`config.mk`:
```
export PLATFORM = sky130hd
export DESIGN_NAME = ram_sdp_param_flat
export DESIGN_NICKNAME = d
export VERILOG_FILES = /design/src/rtl/ram_sdp_param_if.sv /design/src/rtl/ram_sdp_param.sv /design/src/flat_wrapper.sv
export SDC_FILE = /design/constraint.sdc
export NUM_CORES = 1
export LEC_CHECK = 0
export ABC_AREA = 0
export ABC_CLOCK_PERIOD_IN_PS = 1900
export BUFFER_PORTS_ARGS = -buffer_cell sky130_fd_sc_hd__buf_2
export CORE_ASPECT_RATIO = 0.7
export CORE_MARGIN = 5
export CORE_UTILIZATION = 54
export DETAILED_ROUTE_END_ITERATION = 16
export PLACE_DENSITY = 0.75
export SLEW_MARGIN = 20
export SYNTH_ARGS = -nofsm -noshare
export SYNTH_HDL_FRONTEND = slang
export SYNTH_SLANG_ARGS = --single-unit
```
`constraint.sdc`:
```
create_clock -name clk -period 1.9 [get_ports clk]
set_input_delay 0.285 -clock clk [delete_from_list [all_inputs] [get_ports clk]]
set_output_delay 0.285 -clock clk [all_outputs]
set_load 0.05 [all_outputs]
```
`src/rtl/ram_sdp_param_if.sv`:
```
// Write/read port bundle for ram_sdp_param; master drives requests, slave is the RAM.
interface ram_sdp_param_if #(
  parameter int unsigned DATA_WIDTH = 16,
  parameter int unsigned ADDR_WIDTH = 4
) ();
  logic                    wr_en;
  logic [ADDR_WIDTH-1:0]   wr_addr;
  logic [DATA_WIDTH-1:0]   wr_data;
  logic [DATA_WIDTH/8-1:0] wr_be;
  logic                    rd_en;
  logic [ADDR_WIDTH-1:0]   rd_addr;
  logic [DATA_WIDTH-1:0]   rd_data;
  logic                    rd_valid;
  logic                    init_busy;
  logic                    req_err;

  modport master (
    output wr_en, wr_addr, wr_data, wr_be, rd_en, rd_addr,
    input  rd_data, rd_valid, init_busy, req_err
  );

  modport slave (
    input  wr_en, wr_addr, wr_data, wr_be, rd_en, rd_addr,
    output rd_data, rd_valid, init_busy, req_err
  );
endinterface

```
`src/rtl/ram_sdp_param.sv`:
```
// Simple-dual-port RAM with byte-enable writes, write-first read bypass and a post-reset clear sweep.
// Optional macro RAM_SDP_OUT_REG_EN adds one output pipeline stage (read latency 2).
//   state    | meaning
//   ST_CLEAR | sweeping INIT_VALUE into every word; user requests dropped and flagged
//   ST_READY | normal read/write operation until the next reset
module ram_sdp_param #(
  parameter int unsigned           DATA_WIDTH = 16,
  parameter int unsigned           ADDR_WIDTH = 4,
  parameter int unsigned           DEPTH      = 16,
  parameter logic [DATA_WIDTH-1:0] INIT_VALUE = '0
) (
  input  logic            clk,
  input  logic            rst_n,
  ram_sdp_param_if.slave  bus
);

  localparam int unsigned             BE_WIDTH  = DATA_WIDTH / 8;
  localparam logic [ADDR_WIDTH:0]     DEPTH_EXT = (ADDR_WIDTH + 1)'(DEPTH);
  localparam logic [ADDR_WIDTH-1:0]   PTR_LAST  = ADDR_WIDTH'(DEPTH - 1);

  typedef enum logic {
    ST_CLEAR,
    ST_READY
  } state_e;

  state_e                  state_q, state_d;
  logic [ADDR_WIDTH-1:0]   ptr_q, ptr_d;
  logic [DATA_WIDTH-1:0]   mem_q [DEPTH];

  logic                    mem_we;
  logic [ADDR_WIDTH-1:0]   mem_waddr;
  logic [DATA_WIDTH-1:0]   mem_wdata;
  logic [BE_WIDTH-1:0]     mem_wbe;
  logic                    rd_fire;
  logic                    err_d;
  logic                    wr_in_range;
  logic                    rd_in_range;
  logic [DATA_WIDTH-1:0]   rd_word;

  logic [DATA_WIDTH-1:0]   rd_data_q;
  logic                    rd_valid_q;
  logic                    req_err_q;

  assign wr_in_range = ({1'b0, bus.wr_addr} < DEPTH_EXT);
  assign rd_in_range = ({1'b0, bus.rd_addr} < DEPTH_EXT);

  always_ff @(posedge clk or negedge rst_n) begin
    if (!rst_n) begin
      state_q <= ST_CLEAR;
      ptr_q   <= '0;
    end else begin
      state_q <= state_d;
      ptr_q   <= ptr_d;
    end
  end

  always_comb begin
    state_d   = state_q;
    ptr_d     = ptr_q;
    mem_we    = 1'b0;
    mem_waddr = ptr_q;
    mem_wdata = INIT_VALUE;
    mem_wbe   = '1;
    rd_fire   = 1'b0;
    err_d     = 1'b0;
    case (state_q)
      ST_CLEAR: begin
        mem_we = 1'b1;
        err_d  = bus.wr_en | bus.rd_en;
        if (ptr_q == PTR_LAST) begin
          state_d = ST_READY;
          ptr_d   = '0;
        end else begin
          ptr_d = ptr_q + ADDR_WIDTH'(1);
        end
      end
      ST_READY: begin
        mem_we    = bus.wr_en & wr_in_range;
        mem_waddr = bus.wr_addr;
        mem_wdata = bus.wr_data;
        mem_wbe   = bus.wr_be;
        rd_fire   = bus.rd_en;
        // out-of-range write and read in one cycle still raise a single pulse
        err_d     = (bus.wr_en & ~wr_in_range) | (bus.rd_en & ~rd_in_range);
      end
      default: begin
        state_d = ST_CLEAR;
        ptr_d   = '0;
      end
    endcase
  end

  always_ff @(posedge clk) begin
    if (mem_we) begin
      for (int k = 0; k < BE_WIDTH; k++) begin
        if (mem_wbe[k]) begin
          mem_q[mem_waddr][8*k +: 8] <= mem_wdata[8*k +: 8];
        end
      end
    end
  end

  // Write-first: bytes being written this cycle to the read address come from wr_data.
  always_comb begin
    rd_word = '0;
    if (rd_in_range) begin
      rd_word = mem_q[bus.rd_addr];
      for (int k = 0; k < BE_WIDTH; k++) begin
        if (mem_we && (bus.wr_addr == bus.rd_addr) && bus.wr_be[k]) begin
          rd_word[8*k +: 8] = bus.wr_data[8*k +: 8];
        end
      end
    end
  end

  always_ff @(posedge clk or negedge rst_n) begin
    if (!rst_n) begin
      rd_data_q  <= '0;
      rd_valid_q <= 1'b0;
      req_err_q  <= 1'b0;
    end else begin
      rd_valid_q <= rd_fire;
      req_err_q  <= err_d;
      if (rd_fire) begin
        rd_data_q <= rd_word;
      end
    end
  end

`ifdef RAM_SDP_OUT_REG_EN
  logic [DATA_WIDTH-1:0] out_data_q;
  logic                  out_valid_q;

  always_ff @(posedge clk or negedge rst_n) begin
    if (!rst_n) begin
      out_data_q  <= '0;
      out_valid_q <= 1'b0;
    end else begin
      out_valid_q <= rd_valid_q;
      if (rd_valid_q) begin
        out_data_q <= rd_data_q;
      end
    end
  end

  assign bus.rd_data  = out_data_q;
  assign bus.rd_valid = out_valid_q;
`else
  assign bus.rd_data  = rd_data_q;
  assign bus.rd_valid = rd_valid_q;
`endif

  assign bus.req_err   = req_err_q;
  assign bus.init_busy = (state_q == ST_CLEAR);

endmodule

```
`src/flat_wrapper.sv`:
```
// flat-port wrapper written by rule: the top's interface ports become plain ports
module ram_sdp_param_flat 
#(
  parameter int unsigned           DATA_WIDTH = 16,
  parameter int unsigned           ADDR_WIDTH = 4,
  parameter int unsigned           DEPTH      = 16,
  parameter logic [DATA_WIDTH-1:0] INIT_VALUE = '0
)
  (clk, rst_n, bus_wr_en, bus_wr_addr, bus_wr_data, bus_wr_be, bus_rd_en, bus_rd_addr, bus_rd_data, bus_rd_valid, bus_init_busy, bus_req_err);
  ram_sdp_param_if #(.DATA_WIDTH(DATA_WIDTH), .ADDR_WIDTH(ADDR_WIDTH)) bus_i ();
  input  logic clk;
  input  logic rst_n;
  input wire logic [$bits(bus_i.wr_en)-1:0] bus_wr_en;
  input wire logic [$bits(bus_i.wr_addr)-1:0] bus_wr_addr;
  input wire logic [$bits(bus_i.wr_data)-1:0] bus_wr_data;
  input wire logic [$bits(bus_i.wr_be)-1:0] bus_wr_be;
  input wire logic [$bits(bus_i.rd_en)-1:0] bus_rd_en;
  input wire logic [$bits(bus_i.rd_addr)-1:0] bus_rd_addr;
  output wire logic [$bits(bus_i.rd_data)-1:0] bus_rd_data;
  output wire logic [$bits(bus_i.rd_valid)-1:0] bus_rd_valid;
  output wire logic [$bits(bus_i.init_busy)-1:0] bus_init_busy;
  output wire logic [$bits(bus_i.req_err)-1:0] bus_req_err;
  assign bus_i.wr_en = bus_wr_en;
  assign bus_i.wr_addr = bus_wr_addr;
  assign bus_i.wr_data = bus_wr_data;
  assign bus_i.wr_be = bus_wr_be;
  assign bus_i.rd_en = bus_rd_en;
  assign bus_i.rd_addr = bus_rd_addr;
  assign bus_rd_data = bus_i.rd_data;
  assign bus_rd_valid = bus_i.rd_valid;
  assign bus_init_busy = bus_i.init_busy;
  assign bus_req_err = bus_i.req_err;
  ram_sdp_param #(.DATA_WIDTH(DATA_WIDTH), .ADDR_WIDTH(ADDR_WIDTH), .DEPTH(DEPTH), .INIT_VALUE(INIT_VALUE)) u_core (.clk(clk), .rst_n(rst_n), .bus(bus_i));
endmodule
```
Word level (Yosys, flattened, before mapping)
Memories as Yosys holds them, arrays and structs flattened. A register that Yosys moved wholly into a read port is not among the register bits.
Cells that the tools add are included.

storage, ports and cells
  register bits after elaboration = 7
  RAM bits = 256
  input bits = 30
  memories kept = 1

memory list
  name          words  width  read ports  clocked after Yosys merged registers in  write ports  line                 RTL
  u_core.mem_q  16     16     1           1                                        1            ram_sdp_param.sv:28  logic [DATA_WIDTH-1:0] mem_q [DEPTH];

cells by class
  add/sub/neg operators = 1
  equality and inequality tests = 1
  multiplexer cells = 15
  bitwise logic cells = 2
  reduce and logical (&&, ||, !) cells = 1

operator list
  operator             count
  $mux 16              1
  $mux 1               9
  $mux 4               2
  $add 4x1->4 const B  1
  $eq 4x4->1 const B   1
  $pmux 1 s2           2
  $mux 2               1
  $logic_not 1->1      1
  $not 1->1            1
  $or 1x1->1           1

Logic depth before layout (Yosys ltp)
Gate-level depths: netlist (run 1).

  word-level depth = 4
  gate-level depth with buffers = 7
  mapped depth without buffers = 5

Worst setup path before layout (run 1)
Ideal clock, no wire load.

  path type = register -> register
  start = register u_core.state_q
  end = memory u_core.mem_q[10][10] (enable)
  arrival = 1.687 ns
  data required time = 1.529 ns
  setup slack = -0.158 ns
  cell stages (with the launch flop) = 7
  cells stage by stage = dfrtp_1 -> buf_6 -> inv_1 -> a21oi_1 -> nor2_1 -> nand2_1 -> nor2_1

between the ends
  word-level cells in the longest chain between the ends = 4
  elaborated cells between the ends (all ways) = 7

ends and longest elaborated chain
  what                          line                 RTL
  from (decl)                   ram_sdp_param.sv:26  state_e state_q, state_d;
  from (signal assigned)        ram_sdp_param.sv:52  state_q <= state_d;
  $not 1->1                     n/a
  via bus_init_busy             flat_wrapper.sv:21   output wire logic [$bits(bus_i.init_busy)-1:0] bus_init_busy;
  $pmux 1 s2                    ram_sdp_param.sv:66  case (state_q)
  $mux 1                        ram_sdp_param.sv:94  if (mem_we) begin
  $mux 1 (implied by the code)  ram_sdp_param.sv:97  mem_q[mem_waddr][8*k +: 8] <= mem_wdata[8*k +: 8];
  to (decl)                     ram_sdp_param.sv:28

The timed path passes the listed nets, and every way through them passes these cells.

Worst setup path in the final report (run 1)
  start = register u_core.state_q
  end = register u_core.rd_data_q[2] (netlist: u_core.bus.rd_data[2]) (read register of u_core.mem_q)

between the ends
  word-level cells in the longest chain between the ends = 1

ends and longest elaborated chain
  what       line                 RTL
  $mux 1     ram_sdp_param.sv:66
  to (decl)  ram_sdp_param.sv:40  logic [DATA_WIDTH-1:0] rd_data_q;

Every way passes these cells.
A chain may end at the register's enable or synchronous reset.

==> key figures, run 1 <==
Pwr
  – Peak VDD IR: 561 uV
  – Final Total Pwr: 12.6 mW
  – Static leakage power: 4.53 nW
  – Power density cells: 941 nW/um2

Worst setup path
  – Data required, critical path: 2310 ps
  – Arrival time at the worst endpoint: 2560 ps
  – Critical path endpoint category: flop
  – Reg2reg setup slack: -250 ps
  – Crit path buf inv count: 1
  – FF-to-FF End: u_core.bus.rd_data[2]$_DFFE_PN0P_
  – Cell count along the critical path: 6
  – Critical R2R Launch: u_core.state_q$_DFF_PN0_
  – Crit-path leading delay family: simple AND/OR/NAND/NOR gates
  – Type of the setup path with the least slack: reg -> reg
  – CP Cell Sequence: buf_6 -> mux2i_4 -> xor2_2 -> nand4_1 -> or3_4 -> o221a_1
  – Slowest library cell on the worst path: sky130_fd_sc_hd__or3_4
  – Critical path destination: u_core.bus.rd_data[2]$_DFFE_PN0P_
  – Max incr delay on CP: 480 ps
  – Critical path startpoint category: flop
  – R2r worst-path depth: 6
  – Start point of the critical path: u_core.state_q$_DFF_PN0_
  – Worst Path Max Fanout: 8

Floorplanning
  – CORE AREA: 20000 um2
  – Die span in x: 181 um
  – Top-level I/O count: 49
  – Placement Rows: 43
  – Die Footprint: 23400 um2
  – Starting density of the core: 55.2%
  – Chip height: 130 um

Clocking
  – Library cell used as clock root buffer: sky130_fd_sc_hd__clkbuf_16
  – Clock net sink count: 279
  – Clock-pin slew reported for the worst setup and hold paths after clock tree synthesis: 60 ps
  – Clock tree from TritonCTS: built
  – CTS H-tree lvls: 1
  – Worst-skew pair later-pin latency: 530 ps
  – Maximum root-to-sink buffer count: 3
  – CTS buffer count: 26

Timing
  – Tmin final: 2150 ps
  – Max transition margin: 22.8%
  – Least setup slack across all paths after layout: -250 ps
  – Crit share post-route: 113%
  – Final setup violation count: 155
  – RSZ-0062 raised after global routing: yes
  – Maximum clock rate: 465 MHz
  – Number of hold violations in the final report: 0
  – Slew at the pin closest to its max-slew limit: 1150 ps
  – Max Slew Vio Count: 0
  – Hold Slack: 35.7 ps
  – Final worst clock skew: 16.3 ps
  – Sum of negative setup slack: -7850 ps

Final layout
  – Commonest cells after routing, fill and taps aside: 256 x sky130_fd_sc_hd__edfxtp_1, 64 x sky130_fd_sc_hd__mux4_2, 47 x sky130_fd_sc_hd__buf_4, 46 x sky130_fd_sc_hd__buf_2, 32 x sky130_fd_sc_hd__a22oi_1
  – Layout overhead on the synthesized area: 21.6%
  – Count of placed standard cells in the final layout, fillers left out: 976
  – Total number of nets in the final design: 719
  – Share of final-layout standard cells stronger than drive strength 1: 40.9%
  – Most common cell after layout, fill and taps aside: sky130_fd_sc_hd__edfxtp_1
  – Ant diodes: 0

Synth
  – Gate count after technology mapping: 561
  – Avg Inst Size Synth: 19.6 um2
  – Share of synthesized area occupied by flip-flops and latches: 75.0%
  – Post-Synthesis Net Count: 592
  – Yosys synthesis warning count: 0
  – Number of library cell types mapped by synthesis: 33
  – Post-synthesis instance area: 11000 um2
  – Synthesized flop and latch total: 279

Route
  – Detailed-route wire length: 27000 um
  – Starting DRC count in detailed routing: 912
  – Remaining design rule violation count: 0
  – Overall via count from detail_route: 6297
  – Detailed-route wire length per cell: 27.7 um
  – Routed Antenna Nets: 0
  – 1st-pass router iterations: 5
  – Post-DR vias/cell: 6.45

Placement
  – Detailed placement HPWL: 16700 um
  – Number of cells in the design after placement: 921
  – Port-buffer cells: 48
  – RePlAce Congestion: 0.862
  – Worst slack after detailed placement: -420 ps

GRT
  – Number of global-route vias before repair: 6234
  – Wire length of the first global-routing pass: 38600 um
  – Pin count of the biggest net entering global routing: 29
  – Total routing resource utilization after global routing: 22.1%
  – GRT overflow: 0
  – Antenna violations before repair: 0

Run status
  – Violations in the final reports: negative setup slack
  – Run status: complete, but fails checks

Run
  – Maximum capacitance violations: 0

Worst hold path
  – Type of the tightest min-delay check: in -> reg
==> tightest hold or removal path: stages <==
cell and delay [ps]:
sky130_fd_sc_hd__buf_2 100, sky130_fd_sc_hd__nor2_1 50, sky130_fd_sc_hd__nor2_1 80
==> per-stage QoR <==
stage          utilization [%]  area [um2]
2_1_floorplan                -       11000
3_3_place_gp              60.7       12100
3_5_place_dp              60.7       12100
4_1_cts                   65.5       13100
5_1_grt                   67.2       13400
6_report                  67.2       13400
==> logic make-up (layout without fill, tap and decap cells) <==
kind of cell	count (synthesis)	after routing	synth area share, %
flops	279	279	75.0
simple gates	115	115	4.86
mux	70	70	13.8
compound gates	60	60	4.45
buf+inv	31	176	1.34
xor+xnor	5	5	0.466
fa+ha+maj	1	1	0.114
==> cells in the mapped netlist <==
| master | instances | share of area [%] |
|---|---|---|
| sky130_fd_sc_hd__xor2_1 | 3 | 0.24 |
| sky130_fd_sc_hd__mux2i_4 | 1 | 0.20 |
| sky130_fd_sc_hd__o221a_1 | 16 | 1.6 |
| sky130_fd_sc_hd__edfxtp_1 | 256 | 70 |
| sky130_fd_sc_hd__xnor2_1 | 1 | 0.079 |
| sky130_fd_sc_hd__o32a_1 | 1 | 0.091 |
| sky130_fd_sc_hd__dfrtp_1 | 23 | 5.2 |
| sky130_fd_sc_hd__nor2_1 | 41 | 1.4 |
| sky130_fd_sc_hd__buf_6 | 3 | 0.31 |
| sky130_fd_sc_hd__inv_1 | 3 | 0.10 |
| sky130_fd_sc_hd__o21ai_0 | 2 | 0.091 |
| sky130_fd_sc_hd__nor3b_1 | 1 | 0.068 |
| sky130_fd_sc_hd__nand2b_1 | 17 | 0.97 |
| sky130_fd_sc_hd__a22oi_1 | 32 | 2.2 |
| sky130_fd_sc_hd__mux2_4 | 1 | 0.14 |
| sky130_fd_sc_hd__ha_1 | 1 | 0.11 |
| sky130_fd_sc_hd__mux4_2 | 64 | 13 |
| sky130_fd_sc_hd__xnor2_2 | 1 | 0.15 |
| sky130_fd_sc_hd__nor2b_1 | 2 | 0.11 |
| sky130_fd_sc_hd__o31ai_1 | 1 | 0.068 |
| sky130_fd_sc_hd__mux2_2 | 1 | 0.10 |
| sky130_fd_sc_hd__clkbuf_1 | 18 | 0.61 |
| sky130_fd_sc_hd__buf_2 | 7 | 0.32 |
| sky130_fd_sc_hd__nand2_1 | 32 | 1.1 |
| sky130_fd_sc_hd__or3_1 | 2 | 0.11 |
| sky130_fd_sc_hd__nor3_1 | 1 | 0.045 |
| sky130_fd_sc_hd__nand4_1 | 1 | 0.057 |
| sky130_fd_sc_hd__o21ai_1 | 2 | 0.091 |
| sky130_fd_sc_hd__mux2i_1 | 3 | 0.27 |
| sky130_fd_sc_hd__and2_1 | 17 | 0.97 |
| sky130_fd_sc_hd__a31oi_1 | 2 | 0.11 |
| sky130_fd_sc_hd__nand3_1 | 1 | 0.045 |
| sky130_fd_sc_hd__a21oi_1 | 4 | 0.18 |
==> where the power goes <==
| group | total, mW | switching, mW | internal [mW] | leakage [nW] |
|---|---|---|---|---|
| clock network | 4.77 | 2.14 | 2.62 | 0.385 |
| registers | 6.80 | 0.0332 | 6.77 | 2.58 |
| logic | 1.04 | 0.666 | 0.378 | 1.57 |
| total | 12.6 | 2.84 | 9.77 | 4.53 |
==> layer usage <==
layer | GRT usage, % | wire [um] | up-vias
met1 | 33.0 | 10400 | 3245
met5 | 0 | 0 | -
met3 | 5.47 | 3420 | 58
li1 | - | - | 2542
met4 | 4.53 | 686 | 0
met2 | 34.2 | 12600 | 452
==> repair_timing <==
item | 4_1_cts | 5_1_grt
hold endpoints to repair | 23 | 0
setup endpoints to repair | 272 | 265
resized for setup | 32 | 74
hold buffers | 1 | 0
buffers inserted | 4 | 4
pin swaps | 8 | 19
==> worst min-delay path by stage <==
stage              start                            endpoint  cells past startpoint
6_report       bus_rd_en        u_core.bus.req_err$_DFF_PN0_                      3
5_1_grt        bus_rd_en        u_core.bus.req_err$_DFF_PN0_                      3
3_3_place_gp       rst_n  u_core.bus.rd_data[10]$_DFFE_PN0P_                      1
3_5_place_dp       rst_n  u_core.bus.rd_data[10]$_DFFE_PN0P_                      1
2_1_floorplan      rst_n   u_core.bus.rd_data[0]$_DFFE_PN0P_                      0
4_1_cts        bus_rd_en        u_core.bus.req_err$_DFF_PN0_                      3
==> state kept, by name, indices dropped and copies added, names as in the netlist <==
register	flops
u_core.bus.rd_data	16
u_core.bus.rd_valid	1
u_core.ptr_q	4
u_core.bus.req_err	1
u_core.state_q	1
u_core.mem_q	256
==> final cells by class <==
type                            count  area (um2)
Clock buffer                       33         708
Clock inverter                     13        62.6
Fill cell                        1177        6560
Inverter                            3        15.0
Multi-Input combinational cell    251        2950
Sequential cell                   279        8260
Tap cell                          270         338
Timing Repair Buffer              127        1060
(Power assumes the default switching activity.)
==> run 2, diff against run 1 <==
- SETUP_SLACK_MARGIN: default -> 0.2
==> run 2 against run 1 <==
  * The flow still finishes with violations (negative setup slack)
  * Utilization grew 3.2 points
  * Power is 9.4% higher
  * Via count rose by 1.6%
  * Fmax is 1.9% lower
  * Final cell count is 1.0% higher
  * Cell area increased by 4.8%
  * Combinational power up 7%
  * Largest power group unchanged
==> key figures, run 2 (synthesized netlist as in run 1, its figures left out) <==
Final layout
  – Most common cell after layout, fill and taps aside: sky130_fd_sc_hd__edfxtp_1
  – Largest register FFs: 256 (unchanged)
  – Number of filler cells placed in the layout: 1069 (-9.2%)
  – Commonest cells after routing, fill and taps aside: 256 x sky130_fd_sc_hd__edfxtp_1, 64 x sky130_fd_sc_hd__mux4_2, 46 x sky130_fd_sc_hd__buf_2, 36 x sky130_fd_sc_hd__nor2_4, 33 x sky130_fd_sc_hd__buf_4
  – Ant diodes: 0 (unchanged)
  – Layout overhead on the synthesized area: 27.5%
  – Total number of nets in the final design: 728 (+1.3%)
  – Count of placed standard cells in the final layout, fillers left out: 986 (+1.0%)
  – Largest register by flop count: u_core.mem_q
  – Share of final-layout standard cells stronger than drive strength 1: 44.3% (+3.3 points)

GRT
  – Pin count of the biggest net entering global routing: 28 (-3.4%)
  – Wire length of the first global-routing pass: 40900 um (+5.8%)
  – Antenna violations before repair: 1 (+1)
  – Total routing resource utilization after global routing: 23.5% (+1.4 points)
  – GRT overflow: 0 (unchanged)
  – Number of global-route vias before repair: 6434 (+3.2%)

Floorplanning
  – Starting density of the core: 55.2% (unchanged)
  – Placement Rows: 43 (unchanged)
  – Die span in x: 181 um (unchanged)
  – CORE AREA: 20000 um2 (unchanged)
  – Chip height: 130 um (unchanged)
  – Top-level I/O count: 49 (unchanged)
  – Die Footprint: 23400 um2 (unchanged)

Clocking
  – Clock net sink count: 279 (unchanged)
  – Library cell used as clock root buffer: sky130_fd_sc_hd__clkbuf_16
  – CTS H-tree lvls: 1 (unchanged)
  – Maximum root-to-sink buffer count: 3 (unchanged)
  – CTS buffer count: 26 (unchanged)
  – Clock-pin slew reported for the worst setup and hold paths after clock tree synthesis: 70 ps (about the same)
  – Clock tree from TritonCTS: built
  – Worst-skew pair later-pin latency: 540 ps (about the same)

Route
  – 1st-pass router iterations: 7 (+2)
  – Overall via count from detail_route: 6396 (+1.6%)
  – Routed Antenna Nets: 0 (unchanged)
  – Remaining design rule violation count: 0 (unchanged)
  – Starting DRC count in detailed routing: 909 (-0.33%)
  – Post-DR vias/cell: 6.49 (+0.54%)
  – Detailed-route wire length per cell: 29.3 um (+5.7%)
  – Detailed-route wire length: 28900 um (+6.8%)

Placement
  – Port-buffer cells: 48 (unchanged)
  – Number of cells in the design after placement: 894 (-2.9%)
  – Worst slack after detailed placement: -266 ps (+154 ps)
  – Detailed placement HPWL: 16000 um (-3.8%)
  – RePlAce Congestion: 0.887 (+2.9%)

Worst setup path
  – Type of the setup path with the least slack: reg -> reg
  – Critical path endpoint category: flop
  – Critical path destination: u_core.bus.rd_data[1]$_DFFE_PN0P_
  – Critical R2R Launch: u_core.state_q$_DFF_PN0_
  – Arrival time at the worst endpoint: 2600 ps (+40 ps)
  – Worst Path Max Fanout: 8 (unchanged)
  – Critical path startpoint category: flop
  – Data required, critical path: 2310 ps (about the same)
  – Start point of the critical path: u_core.state_q$_DFF_PN0_
  – Reg2reg setup slack: -290 ps (-40 ps)
  – R2r worst-path depth: 6 (unchanged)
  – FF-to-FF End: u_core.bus.rd_data[1]$_DFFE_PN0P_

Pwr
  – Switching part of the total: 21.6% (-0.93 points)
  – Part of the power in the clock network: 42.6% (+4.8 points)
  – Power density cells: 982 nW/um2 (+4.3%)
  – Share of power burned in combinational logic: 8.0% (-0.3 points)
  – Static leakage power: 4.72 nW (+4.2%)
  – Internal power: 10.8 mW (+11%)
  – Reported net switching power: 2.98 mW (+4.9%)
  – Sequential fraction of design power: 49.3% (-4.6 points)
  – Peak VDD IR: 739 uV (+32%)

Timing
  – Max Slew Vio Count: 0 (unchanged)
  – Tmin final: 2190 ps (+41.9 ps)
  – Slew at the pin closest to its max-slew limit: 845 ps (-309 ps)
  – Max transition margin: 43.6% (+21 points)
  – Final setup violation count: 272 (+75%)
  – Least setup slack across all paths after layout: -292 ps (-41.9 ps)
  – Crit share post-route: 115% (+2.2 points)
  – Maximum clock rate: 456 MHz (-1.9%)
  – RSZ-0062 raised after global routing: yes
  – Final worst clock skew: 27.8 ps (+11.4 ps)
  – Number of hold violations in the final report: 0 (unchanged)

Worst hold path
  – Type of the tightest min-delay check: in -> reg
  – Number of cells traversed by the worst hold path: 2 (-1)

Run status
  – Violations in the final reports: negative setup slack
  – Run status: complete, but fails checks

Run
  – Maximum capacitance violations: 0 (unchanged)
-- run 2: layout make-up --
cell class	count	area, um2	share of cell area (%)
clock buffers	32	724	5.16
inverters	3	15.0	0.107
well taps	270	338	2.40
clock inverters	15	245	1.75
repair buffers	136	1350	9.63
multi-input cells	251	3110	22.1
flip-flops and latches	279	8260	58.8
-- run 2: per-layer routing --
layer  global-route usage [%]  vias up  part of all wire (%)
met2                     37.4      500                    47
met5                        0        -                     0
met1                     34.4     3259                    38
met3                     5.33       77                    12
met4                     5.02        0                   2.6
li1                         -     2560                     -
-- run 2: what timing repair did --
action	in CTS	in global routing
hold endpoints to repair	23	0
gates resized for setup	49	40
setup endpoints to repair	273	339
pin swaps	27	29
hold buffers	1	0
setup buffers	38	6
-- run 2: critical path: stages (launching register included) --
cell	delay [ps]
sky130_fd_sc_hd__dfrtp_2	490
sky130_fd_sc_hd__buf_6	160
sky130_fd_sc_hd__mux2i_1	250
sky130_fd_sc_hd__xor2_1	190
sky130_fd_sc_hd__nand4_1	210
sky130_fd_sc_hd__or3_4	470
sky130_fd_sc_hd__o221a_1	290
-- run 2: power groups by stage --
| stage | Sequential, mW | Combinational, mW | Clock, mW |
|---|---|---|---|
| 4_1_cts | 6.80 | 1.04 | 5.84 |
| 3_3_place_gp | 6.92 | 0.931 | 0 |
| 3_5_place_dp | 6.93 | 0.953 | 0 |
| 6_report | 6.80 | 1.11 | 5.88 |
| 2_1_floorplan | 7.08 | 0.470 | 0 |
| 5_1_grt | 6.80 | 1.16 | 6.19 |
-- run 2: worst min-delay path by stage --
stage,start,endpoint,slack (ps)
6_report,bus_wr_data[7],u_core.bus.rd_data[7]$_DFFE_PN0P_,30
4_1_cts,bus_wr_data[7],u_core.bus.rd_data[7]$_DFFE_PN0P_,30
3_3_place_gp,rst_n,u_core.bus.req_err$_DFF_PN0_,300
5_1_grt,bus_rd_en,u_core.bus.req_err$_DFF_PN0_,40
3_5_place_dp,rst_n,u_core.bus.req_err$_DFF_PN0_,320
2_1_floorplan,rst_n,u_core.bus.rd_data[0]$_DFFE_PN0P_,-10
-- run 2: per-stage QoR --
| stage | TNS (ps) | total power, mW | area (um2) | utilization (%) | hold WS, ps |
|---|---|---|---|---|---|
| 2_1_floorplan | 0 | 7.55 | 11300 | - | -10.6 |
| 3_3_place_gp | -12450 | 7.85 | 12100 | 60.8 | 296 |
| 3_5_place_dp | -31850 | 7.88 | 12100 | 60.8 | 318 |
| 4_1_cts | -1150 | 13.7 | 13800 | 69.3 | 30.1 |
| 5_1_grt | -24470 | 14.1 | 14100 | 70.4 | 38.6 |
| 6_report | -21380 | 13.8 | 14100 | 70.4 | 29.2 |
